$ cat src/rtl/cpu_program_loader.sv
// Boot loader: assembles a little-endian byte stream into 32-bit words and writes
// an instruction image and a data image into the CPU memories, then enables the CPU.
module cpu_program_loader #(
    parameter int IMEM_WORDS = 128,
    parameter int DMEM_WORDS = 128
) (
    input  logic        i_clk,
    input  logic        i_rst,
    input  logic [7:0]  i_in_data,
    input  logic        i_in_valid,
    output logic        o_in_ready,
    output logic [63:0] o_addr_ext,
    output logic        o_wen_ext,
    output logic        o_ren_ext,
    output logic [31:0] o_wdata_ext,
    output logic [63:0] o_addr_ext_2,
    output logic        o_wen_ext_2,
    output logic        o_ren_ext_2,
    output logic [63:0] o_wdata_ext_2,
    output logic        o_cpu_enable,
    output logic        o_busy,
    output logic        o_err
);

    typedef enum logic [2:0] {
        HDR_I  = 3'd0,
        LOAD_I = 3'd1,
        HDR_D  = 3'd2,
        LOAD_D = 3'd3,
        RUN    = 3'd4,
        ERR    = 3'd5
    } state_t;

    localparam logic [31:0] IMEM_LIMIT = 32'(IMEM_WORDS);
    localparam logic [31:0] DMEM_LIMIT = 32'(DMEM_WORDS);

    state_t      r_state;
    state_t      w_nextState;

    logic [1:0]  r_byteCnt;
    logic [23:0] r_partial;
    logic [31:0] r_count;
    logic [15:0] r_idx;
    logic        r_highHalf;
    logic [31:0] r_lowHalf;

    logic [63:0] r_addrExt;
    logic        r_wenExt;
    logic [31:0] r_wdataExt;
    logic [63:0] r_addrExt2;
    logic        r_wenExt2;
    logic [63:0] r_wdataExt2;

    logic        w_loading;
    logic        w_accept;
    logic        w_wordDone;
    logic [31:0] w_word;
    logic        w_lastIndex;

    // The 4th byte completes the word combinationally so the write and the
    // state change both land on the edge that accepts it.
    assign w_loading   = (r_state == HDR_I) || (r_state == LOAD_I) ||
                         (r_state == HDR_D) || (r_state == LOAD_D);
    assign w_accept    = i_in_valid && w_loading;
    assign w_wordDone  = w_accept && (r_byteCnt == 2'd3);
    assign w_word      = {i_in_data, r_partial};
    assign w_lastIndex = ({16'd0, r_idx} == (r_count - 32'd1));

    always_ff @(posedge i_clk) begin
        if (i_rst) begin
            r_state <= HDR_I;
        end else begin
            r_state <= w_nextState;
        end
    end

    always_comb begin
        w_nextState = r_state;
        case (r_state)
            HDR_I: begin
                if (w_wordDone) begin
                    if (w_word > IMEM_LIMIT) begin
                        w_nextState = ERR;
                    end else if (w_word == 32'd0) begin
                        w_nextState = HDR_D;
                    end else begin
                        w_nextState = LOAD_I;
                    end
                end
            end
            LOAD_I: begin
                if (w_wordDone && w_lastIndex) begin
                    w_nextState = HDR_D;
                end
            end
            HDR_D: begin
                if (w_wordDone) begin
                    if (w_word > DMEM_LIMIT) begin
                        w_nextState = ERR;
                    end else if (w_word == 32'd0) begin
                        w_nextState = RUN;
                    end else begin
                        w_nextState = LOAD_D;
                    end
                end
            end
            LOAD_D: begin
                if (w_wordDone && r_highHalf && w_lastIndex) begin
                    w_nextState = RUN;
                end
            end
            RUN:     w_nextState = RUN;
            ERR:     w_nextState = ERR;
            default: w_nextState = HDR_I;
        endcase
    end

    always_comb begin
        o_in_ready   = w_loading;
        o_busy       = w_loading;
        o_cpu_enable = (r_state == RUN);
        o_err        = (r_state == ERR);
    end

    always_ff @(posedge i_clk) begin
        if (i_rst) begin
            r_byteCnt <= 2'd0;
            r_partial <= 24'd0;
        end else if (w_accept) begin
            r_byteCnt <= r_byteCnt + 2'd1;
            case (r_byteCnt)
                2'd0:    r_partial[7:0]   <= i_in_data;
                2'd1:    r_partial[15:8]  <= i_in_data;
                2'd2:    r_partial[23:16] <= i_in_data;
                default: r_partial        <= r_partial;
            endcase
        end
    end

    // Word-level bookkeeping and the registered memory write ports.
    always_ff @(posedge i_clk) begin
        if (i_rst) begin
            r_count     <= 32'd0;
            r_idx       <= 16'd0;
            r_highHalf  <= 1'b0;
            r_lowHalf   <= 32'd0;
            r_addrExt   <= 64'd0;
            r_wenExt    <= 1'b0;
            r_wdataExt  <= 32'd0;
            r_addrExt2  <= 64'd0;
            r_wenExt2   <= 1'b0;
            r_wdataExt2 <= 64'd0;
        end else begin
            r_wenExt  <= 1'b0;
            r_wenExt2 <= 1'b0;
            if (w_wordDone) begin
                case (r_state)
                    HDR_I, HDR_D: begin
                        r_count    <= w_word;
                        r_idx      <= 16'd0;
                        r_highHalf <= 1'b0;
                    end
                    LOAD_I: begin
                        r_wenExt   <= 1'b1;
                        r_addrExt  <= {46'd0, r_idx, 2'b00};
                        r_wdataExt <= w_word;
                        r_idx      <= r_idx + 16'd1;
                    end
                    LOAD_D: begin
                        if (!r_highHalf) begin
                            r_lowHalf  <= w_word;
                            r_highHalf <= 1'b1;
                        end else begin
                            r_wenExt2   <= 1'b1;
                            r_addrExt2  <= {45'd0, r_idx, 3'b000};
                            r_wdataExt2 <= {w_word, r_lowHalf};
                            r_highHalf  <= 1'b0;
                            r_idx       <= r_idx + 16'd1;
                        end
                    end
                    default: begin
                        r_count <= r_count;
                    end
                endcase
            end
        end
    end

    assign o_addr_ext    = r_addrExt;
    assign o_wen_ext     = r_wenExt;
    assign o_ren_ext     = 1'b0;
    assign o_wdata_ext   = r_wdataExt;
    assign o_addr_ext_2  = r_addrExt2;
    assign o_wen_ext_2   = r_wenExt2;
    assign o_ren_ext_2   = 1'b0;
    assign o_wdata_ext_2 = r_wdataExt2;

endmodule

$ cat config.mk
export PLATFORM = sky130hd
export DESIGN_NAME = cpu_program_loader
export DESIGN_NICKNAME = d
export VERILOG_FILES = /design/src/rtl/cpu_program_loader.sv
export SDC_FILE = /design/constraint.sdc
export NUM_CORES = 1
export LEC_CHECK = 0
export BUFFER_PORTS_ARGS = -buffer_cell sky130_fd_sc_hd__buf_2
export CELL_PAD_IN_SITES_DETAIL_PLACEMENT = 2
export CELL_PAD_IN_SITES_GLOBAL_PLACEMENT = 2
export CORE_UTILIZATION = 27
export CTS_CLUSTER_SIZE = 12
export DETAILED_ROUTE_END_ITERATION = 6
export PLACE_DENSITY_LB_ADDON = 0.3
export SYNTH_ARGS = -nofsm -noshare
export SYNTH_HDL_FRONTEND = slang
export SYNTH_SLANG_ARGS = --single-unit
export TNS_END_PERCENT = 50
$ cat constraint.sdc
create_clock -name i_clk -period 3.1 [get_ports i_clk]
set_input_delay 0.62 -clock i_clk [delete_from_list [all_inputs] [get_ports i_clk]]
set_output_delay 0.62 -clock i_clk [all_outputs]
set_load 0.05 [all_outputs]
Word level (Yosys, flattened, before mapping) --
Index checks and enable logic that the tools add are counted.
Word-level totals: flip-flop bits (word level) 240, logic and storage cells 77, output and inout bits 232
Cells by class: equal/unequal tests 14, reduce and logical (&&, ||, !) cells 26, bitwise logic cells 3, muxes and demuxes 15, $lt $le $gt $ge 1, $add $sub $neg 3
Operators by type and width (number):
- $pmux 16 s3 | 1
- $eq 16x32->1 | 1
- $gt 32x8->1 const B | 1
- $logic_not 32->1 | 1
- $sub 32x1->32 const B | 1
- $mux 3 | 7
- $pmux 3 s6 | 1
- $add 16x1->16 const B | 1
- $mux 16 | 1
- $reduce_and 2->1 | 6
- $reduce_and 3->1 | 3
- $eq 3x2->1 const B | 2
- $eq 3x3->1 const B | 2
- $ne 2x2->1 const B | 3
- $logic_and 1x1->1 | 5
- $eq 2x2->1 const B | 2
- $ne 2x1->1 const B | 2
- $reduce_and 4->1 | 1
- $reduce_or 2->1 | 2
- $eq 3x1->1 const B | 1
- $logic_not 3->1 | 1
- $logic_or 1x1->1 | 3
- $mux 1 | 3
- $not 1->1 | 3
- other kinds (8) | 8

Depth between registers and ports, before layout --
Gate-level depths: netlist of run 1.
depth in word-level cells 10, gate-level depth with buffers 11, mapped depth without buffers 10

Worst setup path after synthesis of run 1 --
No wires, ideal clock.
path type reg-to-reg, start register r_count[0], end register r_state[2], stages on the path, launching flop included 12, path buffers 1, setup slack 135 ps, library setup time 103 ps, period minus slack after synthesis 2965 ps, required time 2997 ps, arrival 2862 ps, cells stage by stage dfxtp_1 -> clkbuf_1 -> inv_1 -> ha_1 -> nor2b_1 -> or3_1 -> a31oi_1 -> nand4bb_1 -> a2111oi_0 -> or4b_1 -> o21a_1 -> a2111oi_2
Between the ends: cells in the longest elaborated chain, start to end 5, elaborated cells between the ends (all ways) 7
RTL lines:
- from (decl) | line 42 | logic [31:0] r_count;
- from (signal assigned) | line 159 | r_count <= w_word;
- from (signal assigned) | line 182 | r_count <= r_count;
- $sub 32x1->32 * | line 67 | assign w_lastIndex = ({16'd0, r_idx} == (r_count - 32'd1));
- $eq 16x32->1 * | line 67
- $logic_and 1x1->1, on equally long branches | line 108, 92
- $ne 2x1->1 (no source line)
- $reduce_and 4->1 (no source line) *
- to (signal assigned) | line 73 | r_state <= w_nextState;
- to (decl) | line 37 | state_t r_state;
Every way passes the cells marked *; elsewhere a longest branch is shown, timed or not. A chain may end at the register's enable or synchronous reset.

Worst setup path after layout of run 1 --
start register r_count[26], end register r_state[1]
Same word-level chain as after synthesis.

==> results of run 1 <==
==> metal layers <==
layer	GRT usage	share of wire
met1	0.228	0.45
met2	0.312	0.47
met3	0.0314	0.042
met4	0.0606	0.031
met5	0	0.00034
==> worst max-delay path, stage by stage (launching register included) <==
cell and delay (ps):
dfxtp_1 310, or4_4 550, nor4_2 310, nand4_1 140, nand4bb_1 200, a2111oi_0 340
or4b_4 530, o21a_1 220, o41ai_2 290
==> final timing paths <==
check | end | start
max | r_state[1] | r_count[26]
min | o_wdata_ext[25] | i_in_data[1]
max reg2reg | r_state[1] | r_count[26]
min reg2reg | o_wdata_ext[30] | o_wdata_ext[30]
==> metrics by stage <==
step	worst slack, ps	instance area [µm²]	instances
2_1_floorplan	135	10600	1430
3_3_place_gp	130	11200	1918
3_5_place_dp	75.4	11200	1918
4_1_cts	61.4	12100	1967
5_1_grt	0.381	12100	1968
6_report	95.2	12100	1968
==> where the power goes <==
part | total (W) | internal, W | leakage, nW | switching, W
sequential | 0.00316 | 0.00310 | 1.93 | 0.0000507
clock | 0.00329 | 0.00197 | 0.453 | 0.00132
combinational | 0.000480 | 0.0000574 | 2.24 | 0.000422
==> repair_timing <==
item                       4_1_cts  5_1_grt
resized for setup                0        5
buffers inserted                 0        1
setup endpoints to repair        0        3
hold buffers                     0        0
==> registers in the layout, summed over array words and instances (netlist names) <==
register	flops
o_wdata_ext_2	64
o_wdata_ext	32
r_count	32
r_lowHalf	32
r_partial	24
o_addr_ext	16
o_addr_ext_2	16
r_idx	16
r_state	3
r_byteCnt	2
o_wen_ext	1
o_wen_ext_2	1
r_highHalf	1
==> layout make-up <==
type                    instances  area [µm²]
flip-flops and latches        240        4810
clock inverters                 6        61.3
fillers                      4429       25500
multi-input cells             983        4720
clock buffers                  43         858
repair buffers                171         967
inverters                      14        52.6
well taps                     511         639
==> kinds of logic after synthesis <==
group                    count (synthesis)  share of synthesized area
other                                    1                   0.000365
multiplexers                             3                    0.00304
XOR/XNOR                                30                     0.0256
adder cells (fa/ha/maj)                  6                    0.00730
AO/OA/AOI/OAI                          270                      0.142
flip-flops                             240                      0.467
AND/OR/NAND/NOR                        576                      0.241
buffers and inverters                  207                      0.113
==> cells in the final DEF, fill, tap and decap left out, drive strengths merged, types with 3 or more instances in the layout <==
master,netlist,final
a211oi,4,4
and4,3,3
nand3,34,34
nand4,9,9
dfxtp,240,240
inv,14,15
clkbuf,81,43
ha,6,6
nor4,11,11
nor3b,3,3
buf,112,171
nor2,34,34
nor3,14,14
nand2,430,430
conb,1,98
a21oi,228,228
nand3b,4,4
nor2b,7,7
clkinv,0,3
o21ai,13,13
and3,4,4
xnor2,15,15
and2,3,3
xor2,15,15
o41ai,3,3
or3,5,5
nand2b,4,4
a31oi,4,4
==> impl_metrics.json, run 1 <==
{
  "vias": 9173,
  "cts.sinks": 240,
  "drive_gt1_frac": 0.161,
  "syn_to_final_growth_pct": 17.7,
  "ir_drop_uv": 371,
  "slew_viol_final": 0,
  "cts_root_buf": "clkbuf_16",
  "grt_pass1_wl_um": 55500,
  "fin_hold_ws_ps": 439,
  "gp_congestion": 0.855,
  "io_pins": 243,
  "nets": 1455,
  "finalSetupTns_ps": 0,
  "required_ps": 3540,
  "drt_pre_antenna_iters": 4,
  "tightestPinTransition_ps": 1130,
  "r2r_slack_ps": 100,
  "grt_overflow": 0,
  "synth_cells": 1333,
  "clock_latency_ps": 550,
  "hold_path_depth": 3,
  "synth_top_area_share": 0.467,
  "ys_types": 60,
  "ff2ff_path_depth": 8,
  "power_w": 0.00693,
  "power_density_nw_per_um2": 572,
  "ys_seq_area_frac": 0.467,
  "drc_errors": 0,
  "leakagePower_nw": 4.62,
  "core-area_um2": 37600,
  "diodes": 0,
  "hpwl_um": 24200,
  "slew_headroom": 0.248,
  "cts_max_level": 1,
  "rsz0062_at_grt": "false",
  "grt_start_max_net_pins": 89,
  "cts_inserted_buffers": 28,
  "synthArstFlopShare": 0,
  "synth_top_area_cell": "dfxtp_1",
  "fp.dieArea_um2": 38900,
  "period_share": 0.969,
  "die_w_um": 197,
  "drtAntennaViolNets": 0,
  "wl_per_cell_um": 18.0,
  "antenna_found_initial": 1,
  "synth_edf_count": 0,
  "startpoint_type": "register",
  "dieHeight_um": 197,
  "netlist_top_cells_count": "nand2_1 (430), dfxtp_1 (240), a21oi_1 (228), buf_4 (100), clkbuf_1 (81)",
  "syn_avg_cell_area_um2": 7.71,
  "clockBufferDepth": 3,
  "min_path_type": "in2reg",
  "grt_pass1_vias": 9529,
  "cp-end-kind": "register",
  "cap_violations": 0,
  "skew_ps": 16.7,
  "ys_ff_latch": 240,
  "status": "complete, no violations",
  "cts_tree": "built",
  "initial_utilization": 0.274,
  "yosysWarnings": 0,
  "fin_crit_ps": 3000,
  "synth_area_leaders": "dfxtp_1 (47%), nand2_1 (16%), a21oi_1 (11%)",
  "path_class": "reg2reg",
  "rows": 71,
  "crit_path_max_fanout": 3,
  "port_buffers": 144,
  "setup_violations": 0,
  "cp.arrival_ps": 3440,
  "vias_per_cell": 4.66,
  "synth_flop_cell": "dfxtp_1",
  "first_iter_violations": 260,
  "final_core_util": 0.322,
  "yosysMostFrequentCell": "nand2_1",
  "totalWireLength_um": 35400,
  "finalHoldViolCount": 0,
  "syn_area_um2": 10300,
  "grt.total_usage": 0.181,
  "clk_pin_slew_worst_paths_ps": 60,
  "fmax_mhz": 333
}
Note: power is estimated with default switching activity, not from simulation.
==> run 2: changes to the inputs <==
Settings changed: CORE_UTILIZATION 27 to 30, PLACE_DENSITY set to 0.79, PLACE_DENSITY_LB_ADDON 0.3 to unset.
Clock period 3.1 ns to 3.59 ns, I/O delays scaled along.
==> run 2 against run 1 <==
Compared with the run above:
- maximum frequency fell by 7.7%
- clock skew is essentially flat
- sequential share of layout area rose by 1.1 points
- global-route usage rose by 1.1 points
- via count about the same
- register-to-register slack improved by 240 ps
- routed wire length decreased by 2.7%
- combinational power down 14%
==> impl_metrics.json, run 2 (same netlist as run 1, synthesis figures left out) <==
{
  "status": "complete, no violations",
  "wl_met1_um": 15600,
  "fill_cells": 3947,
  "cts.sinks": 240,
  "crit_path_max_fanout": 9,
  "fin_crit_ps": 3250,
  "grt_start_max_net_pins": 90,
  "drtAntennaViolNets": 0,
  "grt.total_usage": 0.192,
  "drt_pre_antenna_iters": 4,
  "ff2ff_path_depth": 10,
  "seq_area_um2": 4810,
  "vias": 9165,
  "finalSetupTns_ps": 0,
  "hold_path_depth": 2,
  "cap_violations": 0,
  "setup_violations": 0,
  "port_buffers": 144,
  "slew_headroom": 0.263,
  "fmax_mhz": 307,
  "highest_layer": "met4",
  "path_class": "reg2reg",
  "antenna_found_initial": 0,
  "cp.arrival_ps": 3660,
  "tightestPinTransition_ps": 1110,
  "final_cells": 1887,
  "cts_root_buf": "clkbuf_16",
  "startpoint_type": "register",
  "rsz0062_at_grt": "false",
  "rows": 67,
  "cts_tree": "built",
  "totalWireLength_um": 34400,
  "min_path_type": "reg2reg",
  "grt_pass1_vias": 9377,
  "die_w_um": 187,
  "slew_viol_final": 0,
  "initial_utilization": 0.306,
  "leakagePower_nw": 4.47,
  "cts_resized": 0,
  "dieHeight_um": 187,
  "dpl.cell_count": 1843,
  "multi_input_area_um2": 4700,
  "core-area_um2": 33600,
  "cts_max_level": 1,
  "diodes": 0,
  "clk_pin_slew_worst_paths_ps": 60,
  "required_ps": 3990,
  "clockBufferDepth": 3,
  "grt_pass1_wl_um": 54100,
  "largest_reg_flops": 64,
  "io_pins": 243,
  "cts_setup_buffers": 0,
  "grt_overflow": 0,
  "ctsHoldBuffers": 0,
  "wl_per_cell_um": 18.2,
  "wl_met3_um": 1390,
  "drc_errors": 0,
  "ir_drop_uv": 299,
  "hpwl_um": 23000,
  "finalHoldViolCount": 0,
  "wl_met2_um": 16600,
  "period_share": 0.906,
  "clock_latency_ps": 540,
  "gp_congestion": 0.797,
  "power_density_nw_per_um2": 483,
  "layout_commonest_cell": "nand2_1",
  "drive_gt1_frac": 0.149,
  "fp.dieArea_um2": 35000,
  "skew_ps": 16.4,
  "syn_to_final_growth_pct": 14.4,
  "mostFrequentLayoutCells": "nand2_1 (429), dfxtp_1 (239), a21oi_1 (228)",
  "nets": 1441,
  "cts_inserted_buffers": 27,
  "cp-end-kind": "register",
  "first_iter_violations": 393,
  "vias_per_cell": 4.86
}
-- run 2: cell count changes in the layout (fill, tap and decap cells not counted), sizes merged --
cell and delta:
clkinvlp +2, clkbuf -6, buf -13, bufinv -1
-- run 2: power breakdown --
group / total, W / switching (W) / internal, W
combinational: 0.000413 / 0.000365 / 0.0000487
clock: 0.00254 / 0.00110 / 0.00143
sequential: 0.00273 / 0.0000452 / 0.00268
-- run 2: routing by layer --
metal / vias to the layer above / track usage
li1: 4358 / -
met1: 4542 / 0.253
met2: 217 / 0.329
met3: 48 / 0.0276
met4: 0 / 0.0489
met5: - / 0
-- run 2: critical path, cell delays in order (launching register included) --
cell	delay (ps)
dfxtp_1	430
inv_1	70
ha_1	300
nor2b_1	230
or3_1	360
a31oi_1	200
nand4bb_1	110
a2111oi_0	360
or4b_1	550
o311ai_0	360
o21ai_0	140
-- run 2: cell type report --
cell class              count  area share
flip-flops and latches    240       0.408
multi-input cells         983       0.400
repair buffers            158      0.0728
clock buffers              37      0.0632
well taps                 448      0.0476
inverters                  14     0.00447
clock inverters             7     0.00393
-- run 2: final timing paths --
path | to | slack [ps] | start
max | r_state[0] | 340 | r_count[1]
min | o_wdata_ext_2[14] | 450 | r_lowHalf[14]
max reg2reg | r_state[0] | 340 | r_count[1]
min reg2reg | o_wdata_ext_2[14] | 450 | r_lowHalf[14]
-- run 2: through the flow --
step	hold slack (ps)	utilization	instance area [µm²]	setup slack (ps)	total power (W)
after floorplan	431	-	10600	625	0.00319
after global placement	439	0.326	11000	421	0.00319
after detailed placement	449	0.326	11000	259	0.00320
after CTS	453	0.350	11800	252	0.00574
after global routing	467	0.350	11800	47.1	0.00587
final	452	0.350	11800	336	0.00568
